===== src/rtl/dbg_pkg.sv =====
// Shared FSM state encoding and command byte values for the debug memory bridge.
// Pure declarations: no latency, no backpressure.
package dbg_pkg;

    typedef enum logic [2:0] {
        ST_IDLE,
        ST_ARG,
        ST_MEM,
        ST_TX,
        ST_BURST
    } state_t;

    localparam logic [7:0] CMD_INFO    = 8'h69;  // "i"
    localparam logic [7:0] CMD_ADDR    = 8'h61;  // "a"
    localparam logic [7:0] CMD_WR_BYTE = 8'h77;  // "w"
    localparam logic [7:0] CMD_WR_WORD = 8'h57;  // "W"
    localparam logic [7:0] CMD_RD      = 8'h72;  // "r"
    localparam logic [7:0] CMD_BURST   = 8'h52;  // "R"
    localparam logic [7:0] CMD_LATCH   = 8'h6C;  // "l"

endpackage


===== src/rtl/dbg_lane_mux.sv =====
// Big-endian byte-lane select: lane 0 is the most significant byte of the word.
// Purely combinational, zero latency, no backpressure.
module dbg_lane_mux #(
    parameter int DW = 16,
    parameter int LW = 1
) (
    input  logic [DW-1:0] word,
    input  logic [LW-1:0] lane,
    output logic [7:0]    lane_byte
);

    localparam int NB = DW / 8;

    always_comb begin
        lane_byte = '0;
        for (int k = 0; k < NB; k++) begin
            if (int'(lane) == k) begin
                lane_byte = word[DW-1-8*k -: 8];
            end
        end
    end

endmodule


===== src/rtl/dbg_mem_bridge.sv =====
// UART byte-command bridge to a single-port memory; mem_cs rises the cycle after the last argument byte, tx byte the cycle after mem_ack.
// Backpressure: tx byte held until tx_ready; rx bytes arriving outside IDLE/ARG are dropped and flagged in sticky overrun.
module dbg_mem_bridge
    import dbg_pkg::*;
#(
    parameter int AW = 16,
    parameter int DW = 16
) (
    input  logic          clk,
    input  logic          nreset,
    input  logic          rx_valid,
    input  logic [7:0]    rx_data,
    output logic          tx_valid,
    input  logic          tx_ready,
    output logic [7:0]    tx_data,
    output logic          mem_cs,
    output logic          mem_re,
    output logic [DW/8-1:0] mem_be,
    output logic [AW-1:0] mem_addr,
    output logic [DW-1:0] mem_wdata,
    input  logic [DW-1:0] mem_rdata,
    input  logic          mem_ack,
    input  logic [7:0]    status,
    output logic          overrun,
    output logic          busy
);

    localparam int NB = DW / 8;
    localparam int AB = AW / 8;
    localparam int LB = (NB > 1) ? $clog2(NB) : 0;
    localparam int LW = (LB > 0) ? LB : 1;

    state_t          state_q, state_d;
    logic [7:0]      cmd_q, cmd_d;
    logic [2:0]      arg_cnt_q, arg_cnt_d;
    logic [DW-1:0]   word_q, word_d;
    logic [8:0]      count_q, count_d;
    logic [LW-1:0]   bidx_q, bidx_d;
    logic            tx_valid_d;
    logic [7:0]      tx_data_d;
    logic            cs_d, re_d;
    logic [NB-1:0]   be_d;
    logic [AW-1:0]   addr_d;
    logic [DW-1:0]   wdata_d;
    logic            overrun_d;

    logic [LW-1:0]   addr_lane;
    logic [NB-1:0]   lane_be;
    logic [DW-1:0]   mux_word;
    logic [LW-1:0]   mux_lane;
    logic [7:0]      lane_byte;

    assign addr_lane = mem_addr[LW-1:0] & LW'(NB - 1);
    assign lane_be   = NB'(1) << (NB - 1 - int'(addr_lane));
    // A single read forwards the arriving word; everything else selects from the latched word.
    assign mux_word  = (state_q == ST_MEM) ? mem_rdata : word_q;
    assign mux_lane  = (state_q == ST_BURST) ? bidx_q : addr_lane;
    assign busy      = (state_q != ST_IDLE);

    dbg_lane_mux #(
        .DW (DW),
        .LW (LW)
    ) u_lane_mux (
        .word      (mux_word),
        .lane      (mux_lane),
        .lane_byte (lane_byte)
    );

    always_comb begin
        state_d    = state_q;
        cmd_d      = cmd_q;
        arg_cnt_d  = arg_cnt_q;
        word_d     = word_q;
        count_d    = count_q;
        bidx_d     = bidx_q;
        tx_valid_d = tx_valid;
        tx_data_d  = tx_data;
        cs_d       = mem_cs;
        re_d       = mem_re;
        be_d       = mem_be;
        addr_d     = mem_addr;
        wdata_d    = mem_wdata;
        overrun_d  = overrun;

        unique case (state_q)
            ST_IDLE: begin
                if (rx_valid) begin
                    cmd_d = rx_data;
                    case (rx_data)
                        CMD_INFO: begin
                            tx_data_d  = status;
                            tx_valid_d = 1'b1;
                            state_d    = ST_TX;
                        end
                        CMD_ADDR: begin
                            arg_cnt_d = 3'(AB - 1);
                            state_d   = ST_ARG;
                        end
                        CMD_WR_BYTE, CMD_BURST: begin
                            arg_cnt_d = '0;
                            state_d   = ST_ARG;
                        end
                        CMD_WR_WORD: begin
                            arg_cnt_d = 3'(NB - 1);
                            state_d   = ST_ARG;
                        end
                        CMD_RD: begin
                            cs_d    = 1'b1;
                            re_d    = 1'b1;
                            be_d    = '0;
                            state_d = ST_MEM;
                        end
                        CMD_LATCH: begin
                            tx_data_d  = lane_byte;
                            tx_valid_d = 1'b1;
                            addr_d     = mem_addr + AW'(1);
                            state_d    = ST_TX;
                        end
                        default: ;
                    endcase
                end
            end
            ST_ARG: begin
                if (rx_valid) begin
                    arg_cnt_d = arg_cnt_q - 3'd1;
                    case (cmd_q)
                        CMD_ADDR:    addr_d = (mem_addr << 8) | AW'(rx_data);
                        CMD_WR_BYTE: begin
                            wdata_d = {NB{rx_data}};
                            be_d    = lane_be;
                        end
                        CMD_WR_WORD: begin
                            wdata_d = (mem_wdata << 8) | DW'(rx_data);
                            be_d    = '1;
                        end
                        default:     count_d = (rx_data == 8'd0) ? 9'd256 : {1'b0, rx_data};
                    endcase
                    if (arg_cnt_q == '0) begin
                        if (cmd_q == CMD_ADDR) begin
                            state_d = ST_IDLE;
                        end else begin
                            cs_d    = 1'b1;
                            re_d    = (cmd_q == CMD_BURST);
                            bidx_d  = '0;
                            state_d = ST_MEM;
                            if (cmd_q == CMD_BURST) begin
                                be_d = '0;
                            end
                        end
                    end
                end
            end
            ST_MEM: begin
                if (rx_valid) begin
                    overrun_d = 1'b1;
                end
                if (mem_ack) begin
                    cs_d = 1'b0;
                    re_d = 1'b0;
                    be_d = '0;
                    case (cmd_q)
                        CMD_WR_BYTE: begin
                            addr_d  = mem_addr + AW'(1);
                            state_d = ST_IDLE;
                        end
                        CMD_WR_WORD: begin
                            addr_d  = mem_addr + AW'(NB);
                            state_d = ST_IDLE;
                        end
                        CMD_RD: begin
                            word_d     = mem_rdata;
                            tx_data_d  = lane_byte;
                            tx_valid_d = 1'b1;
                            addr_d     = mem_addr + AW'(1);
                            state_d    = ST_TX;
                        end
                        default: begin
                            word_d  = mem_rdata;
                            addr_d  = mem_addr + AW'(NB);
                            bidx_d  = '0;
                            state_d = ST_BURST;
                        end
                    endcase
                end
            end
            ST_TX: begin
                if (rx_valid) begin
                    overrun_d = 1'b1;
                end
                if (tx_ready) begin
                    tx_valid_d = 1'b0;
                    // A drop in the acceptance cycle must survive the status read-out.
                    if (cmd_q == CMD_INFO && !rx_valid) begin
                        overrun_d = 1'b0;
                    end
                    if (cmd_q == CMD_BURST) begin
                        if (bidx_q == LW'(NB - 1)) begin
                            count_d = count_q - 9'd1;
                            if (count_q == 9'd1) begin
                                state_d = ST_IDLE;
                            end else begin
                                cs_d    = 1'b1;
                                re_d    = 1'b1;
                                be_d    = '0;
                                bidx_d  = '0;
                                state_d = ST_MEM;
                            end
                        end else begin
                            bidx_d  = bidx_q + LW'(1);
                            state_d = ST_BURST;
                        end
                    end else begin
                        state_d = ST_IDLE;
                    end
                end
            end
            ST_BURST: begin
                if (rx_valid) begin
                    overrun_d = 1'b1;
                end
                tx_data_d  = lane_byte;
                tx_valid_d = 1'b1;
                state_d    = ST_TX;
            end
            default: state_d = ST_IDLE;
        endcase
    end

    always_ff @(posedge clk) begin
        if (!nreset) begin
            state_q   <= ST_IDLE;
            cmd_q     <= '0;
            arg_cnt_q <= '0;
            word_q    <= '0;
            count_q   <= '0;
            bidx_q    <= '0;
            tx_valid  <= 1'b0;
            tx_data   <= '0;
            mem_cs    <= 1'b0;
            mem_re    <= 1'b0;
            mem_be    <= '0;
            mem_addr  <= '0;
            mem_wdata <= '0;
            overrun   <= 1'b0;
        end else begin
            state_q   <= state_d;
            cmd_q     <= cmd_d;
            arg_cnt_q <= arg_cnt_d;
            word_q    <= word_d;
            count_q   <= count_d;
            bidx_q    <= bidx_d;
            tx_valid  <= tx_valid_d;
            tx_data   <= tx_data_d;
            mem_cs    <= cs_d;
            mem_re    <= re_d;
            mem_be    <= be_d;
            mem_addr  <= addr_d;
            mem_wdata <= wdata_d;
            overrun   <= overrun_d;
        end
    end

endmodule


===== config.mk =====
export PLATFORM = sky130hd
export DESIGN_NAME = dbg_mem_bridge
export DESIGN_NICKNAME = d
export VERILOG_FILES = /design/src/rtl/dbg_pkg.sv /design/src/rtl/dbg_lane_mux.sv /design/src/rtl/dbg_mem_bridge.sv
export SDC_FILE = /design/constraint.sdc
export NUM_CORES = 1
export LEC_CHECK = 0
export ABC_AREA = 1
export CORE_ASPECT_RATIO = 1.75
export CORE_MARGIN = 2
export CORE_UTILIZATION = 55
export DETAILED_ROUTE_END_ITERATION = 10
export PLACE_DENSITY = 0.81
export SYNTH_ARGS = -nofsm -noshare
export SYNTH_HDL_FRONTEND = slang
export SYNTH_SLANG_ARGS = --single-unit

===== constraint.sdc =====
create_clock -name clk -period 2.2 [get_ports clk]
set_input_delay 0.44 -clock clk [delete_from_list [all_inputs] [get_ports clk]]
set_output_delay 0.44 -clock clk [all_outputs]
set_load 0.01 [all_outputs]

After elaboration in Yosys (flattened, before gate mapping)
Index checks and enable logic that the tools add are counted.

Add/subtract/negate cells: 6. Equal/unequal tests: 37. Shift operators: 1. Multiplexer cells: 87. Bitwise gates (word level): 3. Reductions and logical operators: 36.

Operators by type and width (number): $mux W16 (7); $eq A8 B7 Y1 const B (13); $mux W9 (6); $pmux W16 S3 (1); $mux W8 (4); $or A16 B8 Y16 (2); $pmux W16 S2 (1); $shl A1 B32 Y2 const A (1); $mux W1 (31); $mux W3 (9); $mux W2 (13); $ne A2 B2 Y1 const B (13); $pmux W8 S3 (1); $reduce_and A6 Y1 (4); $pmux W3 S2 (3); $pmux W9 S2 (1); $add A16 B1 Y16 const B (1); $add A16 B2 Y16 const B (1); $pmux W8 S2 (1); $pmux W3 S5 (1); $pmux W1 S4 (3); $reduce_bool A3 Y1 (4); $reduce_or A2 Y1 (6); $reduce_and A11 Y1 (1); other kinds (32) (42).

Bits in registers: 86. Input port bits: 37. Output and inout bits: 47. Word-level logic and storage cells: 184.

Longest topological paths before layout
Gate-level depths: netlist (run 1).

Depth after elaboration: 8. Mapped depth: 13. Gate-level depth less buffers: 12.

Hierarchy
A second synthesis (run 1) with hierarchy kept.

Cell total of the unflattened synthesis: 967. Area total of the unflattened synthesis: 5599.1 sq um.

Modules (own cells, without submodules): dbg_mem_bridge (times used 1, cells each 941, area each 5494.0 sq um, sequential area each 1721.7 sq um); dbg_lane_mux (times used 1, cells each 26, area each 105.1 sq um, sequential area each 0.0 sq um).

Worst setup path after synthesis (run 1)
OpenSTA, ideal clock, no wires.

Path kind: input-to-reg. Start point: input rx_data[4]. End point: register mem_addr[4]. Library setup time: 0.117 ns. Arrival: 1.638 ns. Required time: 2.083 ns. Path slack: 0.445 ns. Stages on the path: 9. Buffers on the path: 1. Cells stage by stage: inv_1 nand2_1 nor2_1 a21oi_1 nor2_2 nand2_2 buf_4 nor3_1 nor2_1.

Longest elaborated chain between the ends: 4. Elaborated cells between the ends (all ways): 7. Classes of those cells: 2 x eq/ne; 3 x mux; 1 x bitwise; 1 x reduce/logical.

Ends and longest elaborated chain: start: declaration (RTL line dbg_mem_bridge.sv:12) `input logic [7:0] rx_data,`; parallel branches: the longest is 4 deep, another holds $eq A8 B7 Y1; end signal: assignment (RTL line dbg_mem_bridge.sv:257) `mem_addr <= addr_d;`; end: declaration (RTL line dbg_mem_bridge.sv:19) `output logic [AW-1:0] mem_addr,`.

Several ways; the timed one is not identified. The select of a mux whose other input is x is not followed. A chain may end at the register's enable or synchronous reset.

Worst setup path in the final report (run 1)
Start point: register state_q[1]. End point: output busy.

Longest elaborated chain between the ends: 1.

Ends and longest elaborated chain: start: declaration (RTL line dbg_mem_bridge.sv:33) `state_t state_q, state_d;`; start signal: assignment (RTL line dbg_mem_bridge.sv:246) `state_q <= state_d;`; $reduce_bool A3 Y1 (RTL line dbg_mem_bridge.sv:58) `assign busy = (state_q != ST_IDLE);`; end: declaration (RTL line dbg_mem_bridge.sv:25) `output logic busy`.

No other way between the ends.

==> results_dict.tcl, run 1 <==
set metrics [dict create \
    fin_cells 1200 \
    finalHoldViolations 0 \
    worstMarginPinSlew_ns 0.509 \
    drv_slew 0 \
    grt_antenna_before_repair 0 \
    crit_type "reg -> out" \
    drtIter0Drc 439 \
    tns_ns 0 \
    cts_root_buffer "clkbuf_16" \
    overflow 0 \
    drt-vias-per-instance 5.51 \
    synth_edf_count 0 \
    slowest_stage "clkdlybuf4s50_1" \
    crit_required_ns 1.76 \
    pwr-share-clk 0.439 \
    power_density_mw_per_mm2 495 \
    cp_max_fo 6 \
    cpPeakStageDelay_ns 0.55 \
    swShare 0.255 \
    internal-power_mw 2.60 \
    drc 0 \
    hold_class "reg -> reg" \
    yosysUniqueCellTypes 33 \
    yosysWarnings 0 \
    yosysSeqAreaShare 0.311 \
    core_area_mm2 0.00985 \
    netSwitchingPower_uw 891 \
    rows 48 \
    dr_wl_met2_mm 9.01 \
    cap_violations 0 \
    multi_input_area_mm2 0.00333 \
    p_leak_nw 3.14 \
    hold_slack_ns 0.462 \
    fp.dieH_um 137 \
    chipWidth_um 79.8 \
    n_antenna_cell 0 \
    wl_met1_mm 6.56 \
    synth_nets 1005 \
    pre_cts_ws_ns 0.0255 \
    fillers 913 \
    finClkSkew_ns 0.00873 \
    gp_congestion 1.02 \
    cp_top_family "buffers and inverters" \
    placement.io_buffers 83 \
    ys_async_sr_fraction 0 \
    path_cells "inv_2 > nand2_1 > nor2_4 > inv_2 > clkdlybuf4s50_1" \
    grt_usage 0.332 \
    syn_inst 962 \
    layout.nets 1113 \
    postCtsSetupBuffers 0 \
    clock_latency_ns 0.35 \
    clockBufferDepth 2 \
    fin_crit_ns 2.15 \
    final_area_mm2 0.00705 \
    syn_area_per_cell_um2 5.75 \
    ir_worst_vdd_v 0.000507 \
    dr.max_layer_used "met4" \
    first_global_vias 6276 \
    crit_path_frequent_cell "inv_2" \
    dpl_cell_area_mm2 0.00675 \
    status "finished clean" \
    cts_tree "yes" \
    mappedNetlistArea_mm2 0.00553 \
    crit_arrival_ns 1.71 \
    rsz0062_at_grt "false" \
    ioPinCount 84 \
    seqPwrFrac 0.459 \
    num_vias 6609 \
    grt_pass1_wl_mm 28.6 \
    worst-r2r-setup-slack_ns 0.25 \
    h-tree-depth 3 \
    power_frac_comb 0.103 \
    ys.flop_type "dfxtp_1" \
    max_freq_mhz 465 \
    wire_per_inst_um 14.6 \
    dp_hpwl_mm 13.0 \
    start_kind "register" \
    ant_nets 0 \
    clkSinkCount 86 \
    cts_buffers 9 \
    start_util 0.561 \
    crit_buf_inv 3 \
    clk_pin_slew_ns 0.06 \
    seqCellArea_mm2 0.00172 \
    drt_first_pass_iters 7 \
    finalPower_mw 3.49 \
    routed_wl_mm 17.5 \
    drive_gt1_frac 0.0837 \
    wl_met3_um 831 \
    setup_viol 0 \
    dp_cells 1184 \
    fin_crit_sh 0.978 \
    syn_to_final_growth_pct 27.6 \
    cp-end-kind "primary output" \
    design.die.area_mm2 0.0109 \
    cts_hold_buf 0 \
    grt_max_degree 34 \
    slew-limit-headroom 0.658 \
    worst_slack_ns 0.0474 \
    utilization 0.716 \
    yosys_register_bits 86 \
]
synthesized netlist by cell type (2+ instances only):
cell type / n / area share
or2_0: 2 / 0.0023
o22ai_1: 4 / 0.0045
o21ai_0: 63 / 0.057
ha_1: 6 / 0.014
inv_2: 9 / 0.0061
inv_1: 82 / 0.056
a21oi_1: 83 / 0.075
nor2_2: 3 / 0.0034
nor2_1: 120 / 0.081
or2_2: 8 / 0.0091
nor3_1: 4 / 0.0036
o31ai_1: 2 / 0.0027
dfxtp_1: 86 / 0.31
nand3_1: 89 / 0.081
nand2_1: 336 / 0.23
buf_2: 5 / 0.0045
xor2_1: 6 / 0.0095
clkinv_1: 2 / 0.0014
clkbuf_1: 24 / 0.016
nand2_2: 3 / 0.0034
nand4_1: 13 / 0.015
layout make-up:
| class | count | share of cell area |
|---|---|---|
| Tap cell | 125 | 0.0222 |
| Multi-Input combinational cell | 751 | 0.473 |
| Sequential cell | 86 | 0.244 |
| Timing Repair Buffer | 129 | 0.170 |
| Inverter | 93 | 0.0495 |
| Clock buffer | 12 | 0.0378 |
| Clock inverter | 4 | 0.00390 |
cell usage in the layout (no fill, tap or decap), drive strengths merged:
cell type,synthesis,routed
buf,7,47
dfxtp,86,86
o211ai,1,1
and2,1,1
clkbuf,25,12
nand4,13,13
xor2,6,6
nand3,90,90
nor4,1,1
o31ai,2,2
nor2,124,124
ha,6,6
inv,91,92
o22ai,4,4
clkinv,2,5
nand2,339,339
clkdlybuf4s50,0,82
or2,10,10
a31oi,1,1
a22oi,1,1
nor3,4,4
o21ai,64,64
xnor2,1,1
a21oi,83,83
path summary, 6_finish.rpt:
check,cells after the start,start,to
hold reg to reg,2,word_q[1],word_q[1]
setup / recovery,5,state_q[1],busy
hold / removal,2,word_q[1],word_q[1]
setup reg to reg,9,state_q[2],state_q[0]
registers in the layout (all words and copies together), names as in the netlist, 2 cells and up:
| register | cells |
|---|---|
| mem_addr | 16 |
| mem_wdata | 16 |
| word_q | 16 |
| count_q | 9 |
| cmd_q | 8 |
| tx_data | 8 |
| arg_cnt_q | 3 |
| state_q | 3 |
| mem_be | 2 |
power by group through the flow:
stage	logic (mW)	clock network, mW	registers, mW
final	0.358	1.53	1.60
after global routing	0.395	1.59	1.60
after detailed placement	0.351	0	1.64
after floorplan	0.169	0	1.63
after CTS	0.354	1.53	1.60
after global placement	0.346	0	1.64
routing by layer:
metal / GRT usage / vias to the layer above
met4: 0.222 / 0
met5: 0 / -
met3: 0.0389 / 78
li1: - / 3302
met2: 0.595 / 265
met1: 0.360 / 2964
kinds of logic (layout without fill, tap and decap cells):
family	Yosys count	in the layout	share of synthesized area
AOI/OAI and AO/OA	156	156	0.144
xor gates and xnor gates	7	7	0.0111
adders and majority gates	6	6	0.0136
buffers and inverters	125	238	0.0869
DFF	86	86	0.311
and+or+nand+nor	582	582	0.433
worst min-delay path, delay by kind of cell, from the launching register on:
kind / cells / cell delay (ns)
AO/OA/AOI/OAI: 1 / 0.05
flip-flops: 1 / 0.31
AND/OR/NAND/NOR: 1 / 0.06
repair_timing:
action                                  4_1_cts  5_1_grt
endpoints found under the hold margin         0        0
resized for setup                             0        3
endpoints found under the setup margin        0        2
(Power assumes the default switching activity.)
==> run 2: changes to the inputs <==
--- a/config.mk
+++ b/config.mk
@@ -10,7 +10,9 @@
 export CORE_MARGIN = 2
 export CORE_UTILIZATION = 55
 export DETAILED_ROUTE_END_ITERATION = 10
+export GPL_ROUTABILITY_DRIVEN = 0
 export PLACE_DENSITY = 0.81
+export SKIP_LAST_GASP = 1
 export SYNTH_ARGS = -nofsm -noshare
 export SYNTH_HDL_FRONTEND = slang
 export SYNTH_SLANG_ARGS = --single-unit
==> run 2 against run 1 <==
Compared with the run above: routed wire length shrank 2.9%; via count is 1.0% lower; sequential cell count stayed put; clock skew is 0.0016 ns lower; largest power group unchanged; critical path type unchanged.
==> results_dict.tcl, run 2 (synthesis results as in run 1) <==
set metrics [dict create \
    fin_crit_ns 2.17 \
    drive_gt1_frac 0.0819 \
    layout.nets 1113 \
    crit_type "reg -> out" \
    clock_latency_ns 0.35 \
    finalHoldViolations 0 \
    r2r-start "state_q[2]" \
    syn_to_final_growth_pct 27.5 \
    ioPinCount 84 \
    grt_usage 0.322 \
    fin_crit_sh 0.987 \
    worst_slack_ns 0.0294 \
    layout_common_cells "nand2_1, nor2_1, nand3_1" \
    worstMarginPinSlew_ns 0.558 \
    cts_buffers 9 \
    top_regs "mem_addr x16, mem_wdata x16, word_q x16" \
    drt-vias-per-instance 5.45 \
    slew-limit-headroom 0.626 \
    cts_root_buffer "clkbuf_16" \
    core_area_mm2 0.00985 \
    cp_max_fo 6 \
    p_leak_nw 3.13 \
    pre_cts_ws_ns -0.00752 \
    overflow 0 \
    utilization 0.716 \
    n_antenna_cell 0 \
    start_kind "register" \
    wire_per_inst_um 14.1 \
    rows 48 \
    routed_wl_mm 17.0 \
    status "finished clean" \
    hold_slack_ns 0.454 \
    clkSinkCount 86 \
    design.die.area_mm2 0.0109 \
    clockBufferDepth 2 \
    worstSetupStartpoint "state_q[0]" \
    drtIter0Drc 470 \
    clk_pin_slew_ns 0.07 \
    hold_class "reg -> reg" \
    ir_worst_vdd_v 0.000465 \
    cts_tree "yes" \
    drv_slew 0 \
    grt_max_degree 34 \
    finClkSkew_ns 0.00708 \
    drc 0 \
    cap_violations 0 \
    start_util 0.561 \
    grt_pass1_wl_mm 27.7 \
    h-tree-depth 3 \
    setup_viol 0 \
    chipWidth_um 79.8 \
    mostFrequentLayoutCell "nand2_1" \
    first_global_vias 6067 \
    fp.dieH_um 137 \
    max_freq_mhz 461 \
    crit_arrival_ns 1.73 \
    cp-end-kind "primary output" \
    crit_required_ns 1.76 \
    grt_antenna_before_repair 0 \
    dp_cells 1184 \
    num_vias 6542 \
    placement.io_buffers 83 \
    ant_nets 0 \
    power_density_mw_per_mm2 489 \
    rsz0062_at_grt "true" \
    fin_cells 1200 \
    dp_hpwl_mm 12.6 \
    hp-start "mem_cs" \
    drt_first_pass_iters 6 \
]
[run 2: cell count changes in the layout (fill, tap and decap cells not counted)]
cell        before  now
clkbuf_8         3    2
clkinv_2         2    1
clkinv_4         1    2
clkinvlp_4       0    1
dfxtp_1         85   86
dfxtp_2          1    0
inv_6            1    0
inv_8            0    1
nand2_1        335  336
nand2_2          4    3
[run 2: final cells by class]
type                            instances  area (um^2)
Tap cell                              125          156
Fill cell                             912         2800
Clock inverter                          5         41.3
Sequential cell                        86         1720
Timing Repair Buffer                  129         1200
Inverter                               93          349
Clock buffer                           11          253
Multi-Input combinational cell        751         3330
[run 2: worst max-delay path: stages, from the launching register on]
cell and delay, ns:
dfxtp_1 0.42, inv_2 0.08, nand2_1 0.13, nor2_4 0.07, inv_2 0.14, clkdlybuf4s50_1 0.55
[run 2: metal layers]
layer / global-route usage / wire length [um] / vias to the layer above
met5: 0 / 0 / -
met4: 0.190 / 869 / 0
met3: 0.0515 / 992 / 76
met2: 0.579 / 8890 / 257
met1: 0.347 / 6220 / 2905
li1: - / - / 3304
[run 2: path summary, 6_finish.rpt]
kind	slack, ns	depth (start not counted)	end
setup / recovery	0.03	5	busy
hold / removal	0.45	2	mem_cs
setup reg to reg	0.17	11	mem_addr[9]
hold reg to reg	0.45	2	mem_cs
[run 2: metrics by stage]
step / total power [mW] / cell area, um^2 / TNS, ns
final: 3.45 / 7050 / 0
after global routing: 3.56 / 7050 / -0.0673
after CTS: 3.46 / 7040 / 0
after detailed placement: 1.98 / 6750 / -0.00768
after global placement: 1.98 / 6750 / 0
after floorplan: 1.80 / 5530 / 0
[run 2: power breakdown]
group | leakage [nW] | switching, mW | internal (mW)
clock network | 0.144 | 0.658 | 0.837
logic | 2.30 | 0.197 | 0.157
registers | 0.695 | 0.0204 | 1.58
total | 3.13 | 0.875 | 2.57
[run 2: what timing repair did]
action	CTS	global route
setup endpoints to repair	0	2
buffers inserted	0	0
gates resized for setup	0	1
hold buffers	0	0
hold endpoints to repair	0	0
==> run 3: changes to the inputs <==
--- a/config.mk
+++ b/config.mk
@@ -11,7 +11,7 @@
 export CORE_UTILIZATION = 55
 export DETAILED_ROUTE_END_ITERATION = 10
 export GPL_ROUTABILITY_DRIVEN = 0
-export PLACE_DENSITY = 0.81
+export PLACE_DENSITY = 0.9
 export SKIP_LAST_GASP = 1
 export SYNTH_ARGS = -nofsm -noshare
 export SYNTH_HDL_FRONTEND = slang
==> run 3 against run 2 <==
Compared with the run above: via count up 3.0%; clock power down 5%; clock skew about the same; cell area down 0.78%; total power down 1.9%; critical path depth unchanged.
==> results_dict.tcl, run 3 (synthesis results as in run 1) <==
set metrics [dict create \
    pwr-share-clk 0.420 \
    power_density_mw_per_mm2 484 \
    ant_nets 0 \
    layout.nets 1109 \
    first_global_vias 6252 \
    layout_common_cells "nand2_1, nor2_1, nand3_1" \
    power_frac_comb 0.106 \
    ir_worst_vdd_v 0.000441 \
    p_leak_nw 3.10 \
    status "finished clean" \
    num_vias 6738 \
    worst_slack_ns 0.0169 \
    dpl_cell_area_mm2 0.00672 \
    cts_buffers 9 \
    slowest_stage "clkdlybuf4s50_1" \
    cp_top_family "buffers and inverters" \
    multi_input_area_mm2 0.00333 \
    finalHoldViolations 0 \
    fin_crit_sh 0.992 \
    drt_first_pass_iters 6 \
    placement.io_buffers 83 \
    postCtsSetupBuffers 0 \
    n_antenna_cell 0 \
    clkSinkCount 86 \
    cts_root_buffer "clkbuf_16" \
    finClkSkew_ns 0.00664 \
    dp_hpwl_mm 12.5 \
    drc 0 \
    ctsResizeCount 0 \
    clk_pin_slew_ns 0.06 \
    cts_hold_buf 0 \
    routed_wl_mm 17.4 \
    pre_cts_ws_ns -0.0147 \
    grt_pass1_wl_mm 28.4 \
    crit_required_ns 1.76 \
    internal-power_mw 2.53 \
    fin_crit_ns 2.18 \
    worstMarginPinSlew_ns 0.498 \
    wire_per_inst_um 14.5 \
    final_area_mm2 0.00699 \
    cpPeakStageDelay_ns 0.55 \
    crit_path_frequent_cell "inv_2" \
    r2r-start "mem_addr[1]" \
    crit_arrival_ns 1.74 \
    rows 48 \
    path_cells "inv_2 > nand2_1 > nor2_4 > inv_2 > clkdlybuf4s50_1" \
    seqCellArea_mm2 0.00172 \
    grt_max_degree 33 \
    cts_tree "yes" \
    rsz0062_at_grt "false" \
    chipWidth_um 79.8 \
    fp.dieH_um 137 \
    drive_gt1_frac 0.0766 \
    drtIter0Drc 523 \
    drv_slew 0 \
    swShare 0.252 \
    seqPwrFrac 0.474 \
    drt-vias-per-instance 5.64 \
    start_util 0.561 \
    top_regs "mem_addr x16, mem_wdata x16, word_q x16" \
    ioPinCount 84 \
    setup_viol 0 \
    h-tree-depth 3 \
    core_area_mm2 0.00985 \
    hp-start "mem_cs" \
    cp-end-kind "primary output" \
    netSwitchingPower_uw 854 \
    design.die.area_mm2 0.0109 \
    crit_buf_inv 3 \
    cap_violations 0 \
    clock_latency_ns 0.34 \
    worstSetupStartpoint "state_q[0]" \
    hold_slack_ns 0.458 \
    start_kind "register" \
    overflow 0 \
    max_freq_mhz 458 \
    clockBufferDepth 2 \
    cp_max_fo 6 \
    hold_class "reg -> reg" \
    fillers 859 \
    grt_usage 0.326 \
    grt_antenna_before_repair 0 \
    crit_type "reg -> out" \
    slew-limit-headroom 0.665 \
    syn_to_final_growth_pct 26.5 \
    mostFrequentLayoutCell "nand2_1" \
]
run 3: power groups by stage:
| stage | logic, mW | registers [mW] | clock network [mW] |
|---|---|---|---|
| 5_1_grt | 0.393 | 1.60 | 1.49 |
| 4_1_cts | 0.353 | 1.60 | 1.43 |
| 2_1_floorplan | 0.169 | 1.63 | 0 |
| 6_report | 0.359 | 1.60 | 1.42 |
| 3_5_place_dp | 0.347 | 1.64 | 0 |
| 3_3_place_gp | 0.343 | 1.64 | 0 |
run 3: worst paths after layout:
path | to | depth (start not counted) | slack, ns
max reg2reg | mem_addr[15] | 9 | 0.25
min | mem_cs | 2 | 0.46
max | busy | 5 | 0.02
min reg2reg | mem_cs | 2 | 0.46
run 3: stage by stage:
stage          cells   util  power [mW]  TNS (ns)
5_1_grt         1195  0.710        3.49         0
3_5_place_dp    1180  0.682        1.98   -0.0733
2_1_floorplan    962      -        1.80         0
3_3_place_gp    1180  0.682        1.98         0
6_report        1195  0.710        3.38         0
4_1_cts         1195  0.709        3.38         0
run 3: area by class of cell:
| class | instances | share of cell area |
|---|---|---|
| Clock buffer | 12 | 0.0352 |
| Clock inverter | 3 | 0.00304 |
| Inverter | 93 | 0.0499 |
| Multi-Input combinational cell | 751 | 0.476 |
| Sequential cell | 86 | 0.246 |
| Tap cell | 125 | 0.0224 |
| Timing Repair Buffer | 125 | 0.167 |
run 3: worst reg2reg max path, cell delays in order (launching register included):
cell	delay, ns
dfxtp_1	0.52
ha_1	0.33
nand2_1	0.10
nor2_1	0.24
nand2_1	0.14
o21ai_0	0.20
nand2_1	0.09
nand2_1	0.06
nand3_1	0.06
a21oi_1	0.15
run 3: layer usage:
layer,vias to the layer above,GRT usage,share of wire
met3,96,0.0468,0.064
met4,0,0.218,0.062
met1,3049,0.357,0.37
met5,-,0,0
li1,3286,-,-
met2,307,0.573,0.51
